[src/rtl/matmul_sequencer.sv]
// -----------------------------------------------------------------------------
// matmul_sequencer
//
// Sequencer for the 8x8 signed matrix-multiply datapath. One run computes
// C = A * B with all three matrices stored column-major (address = row + N*col).
//
// A single issue counter walks (j,k) over 0..N*N-1, one step per cycle. A valid
// shift register follows each issue through the synchronous RAM read (stage 1,
// MAC enable) and the MAC result register (stage 2). When stage 2 carries
// k = N-1, mac_out holds a finished column. That column is latched into a
// per-lane buffer and drained to C RAM one word per cycle while the next
// column computes.
//
// Ports
//   clk        system clock, rising edge
//   reset      asynchronous, active-low reset
//   start      launch a run (sampled only in IDLE)
//   busy       high while issuing (RUN) or finishing the drain (FLUSH)
//   done       one-cycle pulse after the last C word has been written
//   a_addr     N lanes x AW; lane i = i + N*k
//   b_addr     N*j + k
//   mac_en     A/B RAM outputs valid, MACs accumulate this cycle
//   mac_clear  with mac_en: MACs load the product instead of accumulating
//   mac_out    N lanes x CW signed MAC results
//   c_addr     C write address = N*j + i
//   c_data     C write data
//   c_we       C RAM write enable
// -----------------------------------------------------------------------------

// One lane of the column buffer: holds a MAC result until it is drained.
module matmul_lane_buf #(
   parameter int CW = 19
) (
   input  logic          clk,
   input  logic          reset,
   input  logic          load,
   input  logic [CW-1:0] d,
   output logic [CW-1:0] q
);

   always_ff @(posedge clk or negedge reset) begin
      if (!reset)    q <= '0;
      else if (load) q <= d;
   end

endmodule

module matmul_sequencer #(
   parameter int N  = 8,
   parameter int AW = 6,
   parameter int CW = 19
) (
   input  logic            clk,
   input  logic            reset,
   input  logic            start,
   output logic            busy,
   output logic            done,
   output logic [N*AW-1:0] a_addr,
   output logic [AW-1:0]   b_addr,
   output logic            mac_en,
   output logic            mac_clear,
   input  logic [N*CW-1:0] mac_out,
   output logic [AW-1:0]   c_addr,
   output logic [CW-1:0]   c_data,
   output logic            c_we
);

   // Row/column index width. Addresses are {column, row}, so AW = 2*KW.
   localparam int KW     = $clog2(N);
   // Stage 1: RAM data valid / MAC enable. Stage 2: MAC result visible.
   localparam int STAGES = 2;

   typedef enum logic [1:0] {
      S_IDLE,
      S_RUN,
      S_FLUSH,
      S_DONE
   } state_t;

   state_t state, next_state;

   // ---------------------------------------------------------------------------
   // Issue counter: issue_cnt = N*j + k, so b_addr is the counter itself.
   // ---------------------------------------------------------------------------
   logic [AW-1:0] issue_cnt;
   logic [KW-1:0] k, j;
   logic          issue_last;

   assign k          = issue_cnt[KW-1:0];
   assign j          = issue_cnt[AW-1:KW];
   assign issue_last = (issue_cnt == AW'(N*N-1));

   always_ff @(posedge clk or negedge reset) begin
      if (!reset)
         issue_cnt <= '0;
      else if (state == S_IDLE && start)
         issue_cnt <= '0;
      else if (state == S_RUN && !issue_last)
         issue_cnt <= issue_cnt + AW'(1);
   end

   // ---------------------------------------------------------------------------
   // Valid / tag pipeline. Index 0 is the issue cycle itself.
   // ---------------------------------------------------------------------------
   logic [STAGES:0]         vld_pipe;
   logic [STAGES:1]         vld_q;
   logic [STAGES:0][KW-1:0] k_pipe, j_pipe;
   logic [STAGES:1][KW-1:0] k_q, j_q;

   assign vld_pipe = {vld_q, state == S_RUN};
   assign k_pipe   = {k_q, k};
   assign j_pipe   = {j_q, j};

   always_ff @(posedge clk or negedge reset) begin
      if (!reset) begin
         vld_q <= '0;
         k_q   <= '0;
         j_q   <= '0;
      end else begin
         vld_q <= vld_pipe[STAGES-1:0];
         k_q   <= k_pipe[STAGES-1:0];
         j_q   <= j_pipe[STAGES-1:0];
      end
   end

   assign mac_en    = vld_pipe[1];
   assign mac_clear = vld_pipe[1] && (k_pipe[1] == '0);

   // Stage 2 with k = N-1: mac_out now holds the finished column j_pipe[2].
   // The next column's clear lands on this same edge, so the snapshot
   // still sees the completed sums.
   logic snap;
   assign snap = vld_pipe[2] && (k_pipe[2] == KW'(N-1));

   // ---------------------------------------------------------------------------
   // Column buffer, one instance per lane.
   // ---------------------------------------------------------------------------
   logic [N-1:0][CW-1:0] buf_q;

   for (genvar lane = 0; lane < N; lane++) begin : g_lane
      matmul_lane_buf #(.CW(CW)) u_buf (
         .clk   (clk),
         .reset (reset),
         .load  (snap),
         .d     (mac_out[lane*CW +: CW]),
         .q     (buf_q[lane])
      );
   end

   // ---------------------------------------------------------------------------
   // Drain: one C word per cycle for the N cycles after a snapshot. A new
   // snapshot always lands on the edge that ends the previous drain's final
   // write, so restarting the drain never cuts a column short.
   // ---------------------------------------------------------------------------
   logic          drain_act;
   logic [KW-1:0] drain_i;
   logic [KW-1:0] drain_col;
   logic          drain_last;

   always_ff @(posedge clk or negedge reset) begin
      if (!reset) begin
         drain_act <= 1'b0;
         drain_i   <= '0;
         drain_col <= '0;
      end else if (snap) begin
         drain_act <= 1'b1;
         drain_i   <= '0;
         drain_col <= j_pipe[2];
      end else if (drain_act) begin
         drain_i <= drain_i + KW'(1);
         if (drain_i == KW'(N-1)) drain_act <= 1'b0;
      end
   end

   assign drain_last = drain_act && (drain_i == KW'(N-1)) && (drain_col == KW'(N-1));

   assign c_we   = drain_act;
   assign c_addr = drain_act ? {drain_col, drain_i} : '0;
   assign c_data = drain_act ? buf_q[drain_i] : '0;

   // ---------------------------------------------------------------------------
   // Control FSM
   // ---------------------------------------------------------------------------
   always_ff @(posedge clk or negedge reset) begin
      if (!reset) state <= S_IDLE;
      else        state <= next_state;
   end

   always_comb begin
      next_state = state;
      case (state)
         S_IDLE:  if (start)      next_state = S_RUN;
         S_RUN:   if (issue_last) next_state = S_FLUSH;
         S_FLUSH: if (drain_last) next_state = S_DONE;
         S_DONE:                  next_state = S_IDLE;
         default:                 next_state = S_IDLE;
      endcase
   end

   assign busy = (state == S_RUN) || (state == S_FLUSH);
   assign done = (state == S_DONE);

   // ---------------------------------------------------------------------------
   // Read addresses. Gated by busy so that everything reads zero outside a
   // run; in FLUSH the counter holds, so the last issued address persists.
   // ---------------------------------------------------------------------------
   logic [N-1:0][AW-1:0] a_lane;

   for (genvar lane = 0; lane < N; lane++) begin : g_addr
      assign a_lane[lane] = busy ? {k, KW'(lane)} : '0;
   end

   assign a_addr = a_lane;
   assign b_addr = busy ? issue_cnt : '0;

endmodule

[config.mk]
export PLATFORM = sky130hd
export DESIGN_NAME = matmul_sequencer
export DESIGN_NICKNAME = d
export VERILOG_FILES = /design/src/rtl/matmul_sequencer.sv
export SDC_FILE = /design/constraint.sdc
export NUM_CORES = 1
export LEC_CHECK = 0
export BUFFER_PORTS_ARGS = -buffer_cell sky130_fd_sc_hd__buf_2
export CAP_MARGIN = 5
export CORE_MARGIN = 8
export CORE_UTILIZATION = 35
export CTS_BUF_LIST = sky130_fd_sc_hd__clkbuf_8
export DETAILED_ROUTE_END_ITERATION = 12
export GPL_ROUTABILITY_DRIVEN = 1
export PLACE_DENSITY = 0.66
export SETUP_SLACK_MARGIN = 0.2
export SLEW_MARGIN = 20
export SYNTH_ARGS = -nofsm -noshare
export SYNTH_HDL_FRONTEND = slang
export SYNTH_SLANG_ARGS = --single-unit
[constraint.sdc]
create_clock -name clk -period 1.8 [get_ports clk]
set_input_delay 0.18 -clock clk [delete_from_list [all_inputs] [get_ports clk]]
set_output_delay 0.18 -clock clk [all_outputs]
set_load 0.01 [all_outputs]
After elaboration in Yosys (flattened, before gate mapping)
Cells that the tools add are included.
{"block": "classes", "eq_ne": 10, "muxes": 24, "n_addsub": 2, "magnitude_cmp": 1, "n_reduce_logical": 13}
{"cell": "6-bit 2-to-1 mux", "n": 12}
{"cell": "19-bit binary-select mux with 3-bit select", "n": 1}
{"cell": "19-bit 2-to-1 mux", "n": 2}
{"cell": "3-bit == test, second input constant", "n": 3}
{"cell": "2-bit one-hot mux with 4 select lines", "n": 1}
{"cell": "6-bit by 1-bit adder with 6-bit output, second input constant", "n": 1}
{"cell": "6-bit == test, second input constant", "n": 1}
{"cell": "1-bit logical AND", "n": 6}
{"cell": "2-bit 2-to-1 mux", "n": 3}
{"cell": "3-bit 2-to-1 mux", "n": 2}
{"cell": "2-bit != test, second input constant", "n": 3}
{"cell": "2-bit == test, second input constant", "n": 2}
{"cell": "3-bit by 4-bit less-than comparator with 1-bit output, second input constant", "n": 1}
{"cell": "2-bit nonzero test", "n": 2}
{"cell": "3-bit by 1-bit adder with 3-bit output, second input constant", "n": 1}
{"cell": "3-bit zero test", "n": 1}
{"cell": "1-bit 2-to-1 mux", "n": 3}
{"cell": "3-bit AND reduction", "n": 1}
{"cell": "2-bit by 1-bit == test with 1-bit output, second input constant", "n": 1}
{"cell": "2-bit zero test", "n": 1}
{"cell": "1-bit zero test", "n": 1}
{"cell": "1-bit logical OR", "n": 1}
{"block": "word_totals", "regBits": 181}

Logic depth before layout (Yosys ltp)
{"block": "logic_depth", "ltp_word": 5, "depth_mapped": 6, "mapped_depth_nobuf": 6}

Hierarchy
A second synthesis with hierarchy kept.
{"block": "hier_totals", "cells_unflattened": 563, "hier_area_um2": 8879.8}
{"mod": "matmul_lane_buf", "instances": 8, "cells_per_inst": 40, "area_each_um2": 758.2}
{"mod": "matmul_sequencer", "instances": 1, "cells_per_inst": 243, "area_each_um2": 2813.9}

Worst setup path after synthesis
OpenSTA, ideal clock, no wires.
{"block": "synth_path", "kind": "register to output", "startpoint": "register state[1]", "endpoint": "output a_addr[10]", "required_ps": 1620, "t_arrival_ps": 1551, "path_buffers": 1, "path_slack_ps": 69, "path_stages_with_launch": 5, "cell_sequence": "dfrtp_1 > inv_1 > ha_1 > and2_1 > buf_4"}
{"block": "synth_via", "elab_chain_cells": 3, "elab_cells_between_ends": 4}
{"item": "start, declared", "line": "80", "text": "state_t state, next_state;"}
{"item": "start signal, assigned", "line": "186", "text": "else state <= next_state;"}
{"item": "2-bit by 1-bit == test with 1-bit output / 2-bit == test (equally long branches)", "line": "200", "text": "assign busy = (state == S_RUN) || (state == S_FLUSH);"}
{"item": "1-bit logical OR *", "line": "200"}
{"item": "named net busy", "line": "56", "text": "output logic busy,"}
{"item": "6-bit 2-to-1 mux *", "line": "210", "text": "assign a_lane[lane] = busy ? {k, KW'(lane)} : '0;"}
{"item": "end, declared", "line": "58", "text": "output logic [N*AW-1:0] a_addr,"}
The timed path passes the listed nets; every way through them passes the cells marked *.

Worst setup path in the final report
{"block": "layout_path", "startpoint": "register drain_i[0]", "endpoint": "output c_data[12]"}
{"block": "layout_via", "elab_chain_cells": 3}
{"item": "start, declared", "line": "156", "text": "logic [KW-1:0] drain_i;"}
{"item": "start signal, assigned", "line": "170", "text": "drain_i <= drain_i + KW'(1);"}
{"item": "19-bit binary-select mux with 3-bit select", "line": "179", "text": "assign c_data = drain_act ? buf_q[drain_i] : '0;"}
{"item": "19-bit 2-to-1 mux (not written as such)", "line": "179"}
{"item": "19-bit 2-to-1 mux", "line": "179"}
{"item": "end, declared", "line": "64", "text": "output logic [CW-1:0] c_data,"}
No other way between the ends. The select of a mux whose other input is x is not followed.

==> metrics.cfg <==
[cts]
clockRootBuffer = sky130_fd_sc_hd__clkbuf_8
clk-insertion-delay-late_ns = 0.46
cts_tree = yes
cts_num_sinks = 181
cts.clk_slew.worst_paths_ns = 0.11
cts_buffer_depth = 2
cts-buffers-inserted = 17
cts_max_level = 4

[yosys]
synthesis.area_per_instance_um2 = 9.59
synth_area_um2 = 8500
synth-seq-cells = 181
synth_cell_types = 29
syn_inst = 887
synthesis.yosys.warnings = 0
post-synth-top-area-cell = sky130_fd_sc_hd__dfrtp_1
fraction_of_synthesized_cell_area_taken_by_the_top_area_cell_type_pct = 53.3
ys_top_cells_by_area = sky130_fd_sc_hd__dfrtp_1 53%, sky130_fd_sc_hd__nand2_1 21%, sky130_fd_sc_hd__mux4_2 10%, sky130_fd_sc_hd__buf_4 4.2%, sky130_fd_sc_hd__mux2i_1 2.7%
ys_seq_area_share_pct = 53.3

[cells_and_area]
layout-drive-gt1-share_pct = 29.7
layout.cells.most_common = sky130_fd_sc_hd__nand2_1
finalCoreUtilization_pct = 52.0
multi_input_comb_area_um2 = 3500
synthToLayoutAreaGrowth_pct = 47.4
n_fill_cell = 2109
finalNetCount = 1412
seqCellArea_um2 = 4540
layout_common_cells = 467 x sky130_fd_sc_hd__nand2_1, 180 x sky130_fd_sc_hd__buf_2, 177 x sky130_fd_sc_hd__dfrtp_1

[sta]
fmaxAchievable_mhz = 434
setup_viol = 63
post-route-period-util_pct = 128
finalHoldViolations = 0
timing.final.max_slew_violations = 0
final_critical_path_setup_slack_ns = -0.506
rsz0062_at_grt = yes
final_period_minus_worst_setup_slack_ns = 2.31
finalClockSkew_ns = 0.0169
setup-tns-final_ns = -12.05

[drt]
wire_per_inst_um = 18.3
vias = 7461
finalWirelength_mm = 29.0
post_drt_via_cell_ratio = 4.70
drtAntennaViolNets = 0
drt-initial-drc-count = 539
detailedRoute.firstPassIterationCount = 5
route.detailed.drc = 0

[worst_setup_path]
critPathLaunchType = flop
depth_of_the_worst_register_to_register_path = 8
timing.critical_path.max_delay_family = multiplexers
reg2reg_slack_ns = -0.07
timing.critical_path.cells = buf_12, buf_16, mux4_2, mux2i_1, nor2_1, buf_2
worst_path_depth = 6
worst_r2r_endpoint = state[1]$_DFFE_PN0P_
critPathSlowestCell = sky130_fd_sc_hd__dfrtp_4
timing_worst_setup_path_type = reg -> out
critical_path_peak_fanout = 7
worst_r2r_startpoint = drain_i[0]$_DFFE_PN0P_
cp.arrival_ns = 2.13
worst_endpoint_required_time_ns = 1.62
critPathMaxStageDelay_ns = 0.57
path_buf_inv = 3
critPathCaptureType = primary output

[placed_design]
dpl_worst_slack_ns = -0.0156
hpwlAfterDp_mm = 18.9
routabilityCongestion = 0.876
port-buffer-count = 226

[die]
core_um2 = 24100
start_util_pct = 35.3
pin_count = 239
chipHeight_um = 172
floorplan.rows = 57
die_width_um = 172
die_area_um2 = 29500

[power]
power_per_cell_area_nw_per_um2 = 1590
total_leakage_power_nw = 6.32
irDropWorstVdd_uv = 1290

[flow_run]
max-cap-violations = 0

[grt]
number_of_antenna_violations_at_the_first_check_in_global_routing = 0
grt_first_pass_wirelength_mm = 43.5
vias_in_the_first_global_route = 8067
overflow = 0
grt_max_degree = 93
track_usage_pct = 19.3

[outcome]
outcome = finished with violations
violated_checks = setup timing

[hold_path]
hold_path_end = issue_cnt[1]$_DFFE_PN0P_
worst_hold_startpoint = start
hp-class = in -> reg
hold_path_depth = 3

==> registers in the layout, summed over array words and instances (netlist names) <==
name / flops
g_lane.u_buf.q: 152
issue_cnt: 6
j_pipe: 6
k_pipe: 6
drain_col: 3
drain_i: 3
state: 2
vld_q: 2
c_we: 1
==> routing by layer <==
metal  vias to the layer above  track usage (%)  routed length [µm]
met4                         0             6.30                 636
met3                        40             4.09                1810
met2                       301             36.7               15900
met5                         -                0                   0
met1                      3644             21.1               10700
li1                       3476                -                   -
==> where the power goes <==
part	switching, mW	internal, mW
Combinational	3.98	5.34
Sequential	1.51	6.03
Clock	1.80	1.24
Total	7.29	12.6
==> synth_stat cells <==
master / count
sky130_fd_sc_hd__o21ai_4: 1
sky130_fd_sc_hd__nor2_1: 29
sky130_fd_sc_hd__mux2_4: 1
sky130_fd_sc_hd__and4_1: 1
sky130_fd_sc_hd__nand2_1: 468
sky130_fd_sc_hd__o2111ai_4: 1
sky130_fd_sc_hd__mux2i_1: 23
sky130_fd_sc_hd__nand2b_1: 1
sky130_fd_sc_hd__and3_1: 2
sky130_fd_sc_hd__buf_4: 48
sky130_fd_sc_hd__nand3_2: 1
sky130_fd_sc_hd__nand4_1: 2
sky130_fd_sc_hd__o211ai_1: 2
sky130_fd_sc_hd__conb_1: 1
sky130_fd_sc_hd__mux4_2: 38
sky130_fd_sc_hd__o21ai_0: 1
sky130_fd_sc_hd__clkbuf_1: 23
sky130_fd_sc_hd__a311oi_1: 1
sky130_fd_sc_hd__xnor2_1: 2
sky130_fd_sc_hd__and2_1: 13
sky130_fd_sc_hd__ha_1: 8
sky130_fd_sc_hd__nor4b_1: 1
sky130_fd_sc_hd__nand3_1: 2
sky130_fd_sc_hd__inv_1: 4
sky130_fd_sc_hd__xor2_1: 4
sky130_fd_sc_hd__buf_1: 2
sky130_fd_sc_hd__buf_6: 5
sky130_fd_sc_hd__buf_2: 21
sky130_fd_sc_hd__dfrtp_1: 181
==> through the flow <==
| stage | hold WS [ns] | instance area (µm²) | total power, mW | std cells |
|---|---|---|---|---|
| 4_1_cts | 0.0825 | 12300 | 19.3 | 1579 |
| 5_1_grt | 0.148 | 12500 | 21.2 | 1586 |
| 6_report | 0.143 | 12500 | 19.9 | 1587 |
| 3_3_place_gp | 0.114 | 9840 | 14.2 | 1373 |
| 2_1_floorplan | -0.116 | 8550 | 12.5 | 898 |
| 3_5_place_dp | 0.114 | 9840 | 14.4 | 1373 |
==> tightest hold or removal path, delay by kind of cell <==
family        cells  cell delay (ns)
buf+inv           1             0.09
simple gates      2             0.32
==> layout make-up <==
cell class	count	share of cell area, %
repair buffers	428	28.8
clock inverters	15	1.83
inverters	4	0.120
well taps	324	3.23
flip-flops and latches	181	36.2
diodes	1	0.0200
clock buffers	17	1.87
multi-input cells	617	27.9
==> worst max-delay path by stage <==
stage	slack [ns]	endpoint	startpoint
after floorplan	0.26	a_addr[10]	state[1]$_DFFE_PN0P_
after global placement	0.02	c_data[9]	drain_i[0]$_DFFE_PN0P_
after detailed placement	-0.02	c_data[5]	drain_i[0]$_DFFE_PN0P_
final	-0.51	c_data[12]	drain_i[0]$_DFFE_PN0P_
after CTS	-0.52	c_data[10]	drain_i[0]$_DFFE_PN0P_
after global routing	-0.61	c_data[12]	drain_i[0]$_DFFE_PN0P_
==> what timing repair did <==
action | CTS | global route
hold endpoints to repair | 269 | 0
buffers inserted | 16 | 5
cloned | 5 | 2
hold buffers | 153 | 0
resized for setup | 62 | 32
pin swaps | 2 | 2
endpoints found under the setup margin | 66 | 76
==> cell families after synthesis <==
logic type               after synthesis  share of synthesized area, %
AO/OA/AOI/OAI                          6                         0.839
XOR/XNOR                               6                         0.618
adder cells (fa/ha/maj)                8                          1.18
buffers and inverters                103                          7.41
flip-flops                           181                          53.3
multiplexers                          62                          12.9
other                                  1                        0.0441
AND/OR/NAND/NOR                      520                          23.7
Note: power is estimated with default switching activity, not from simulation.
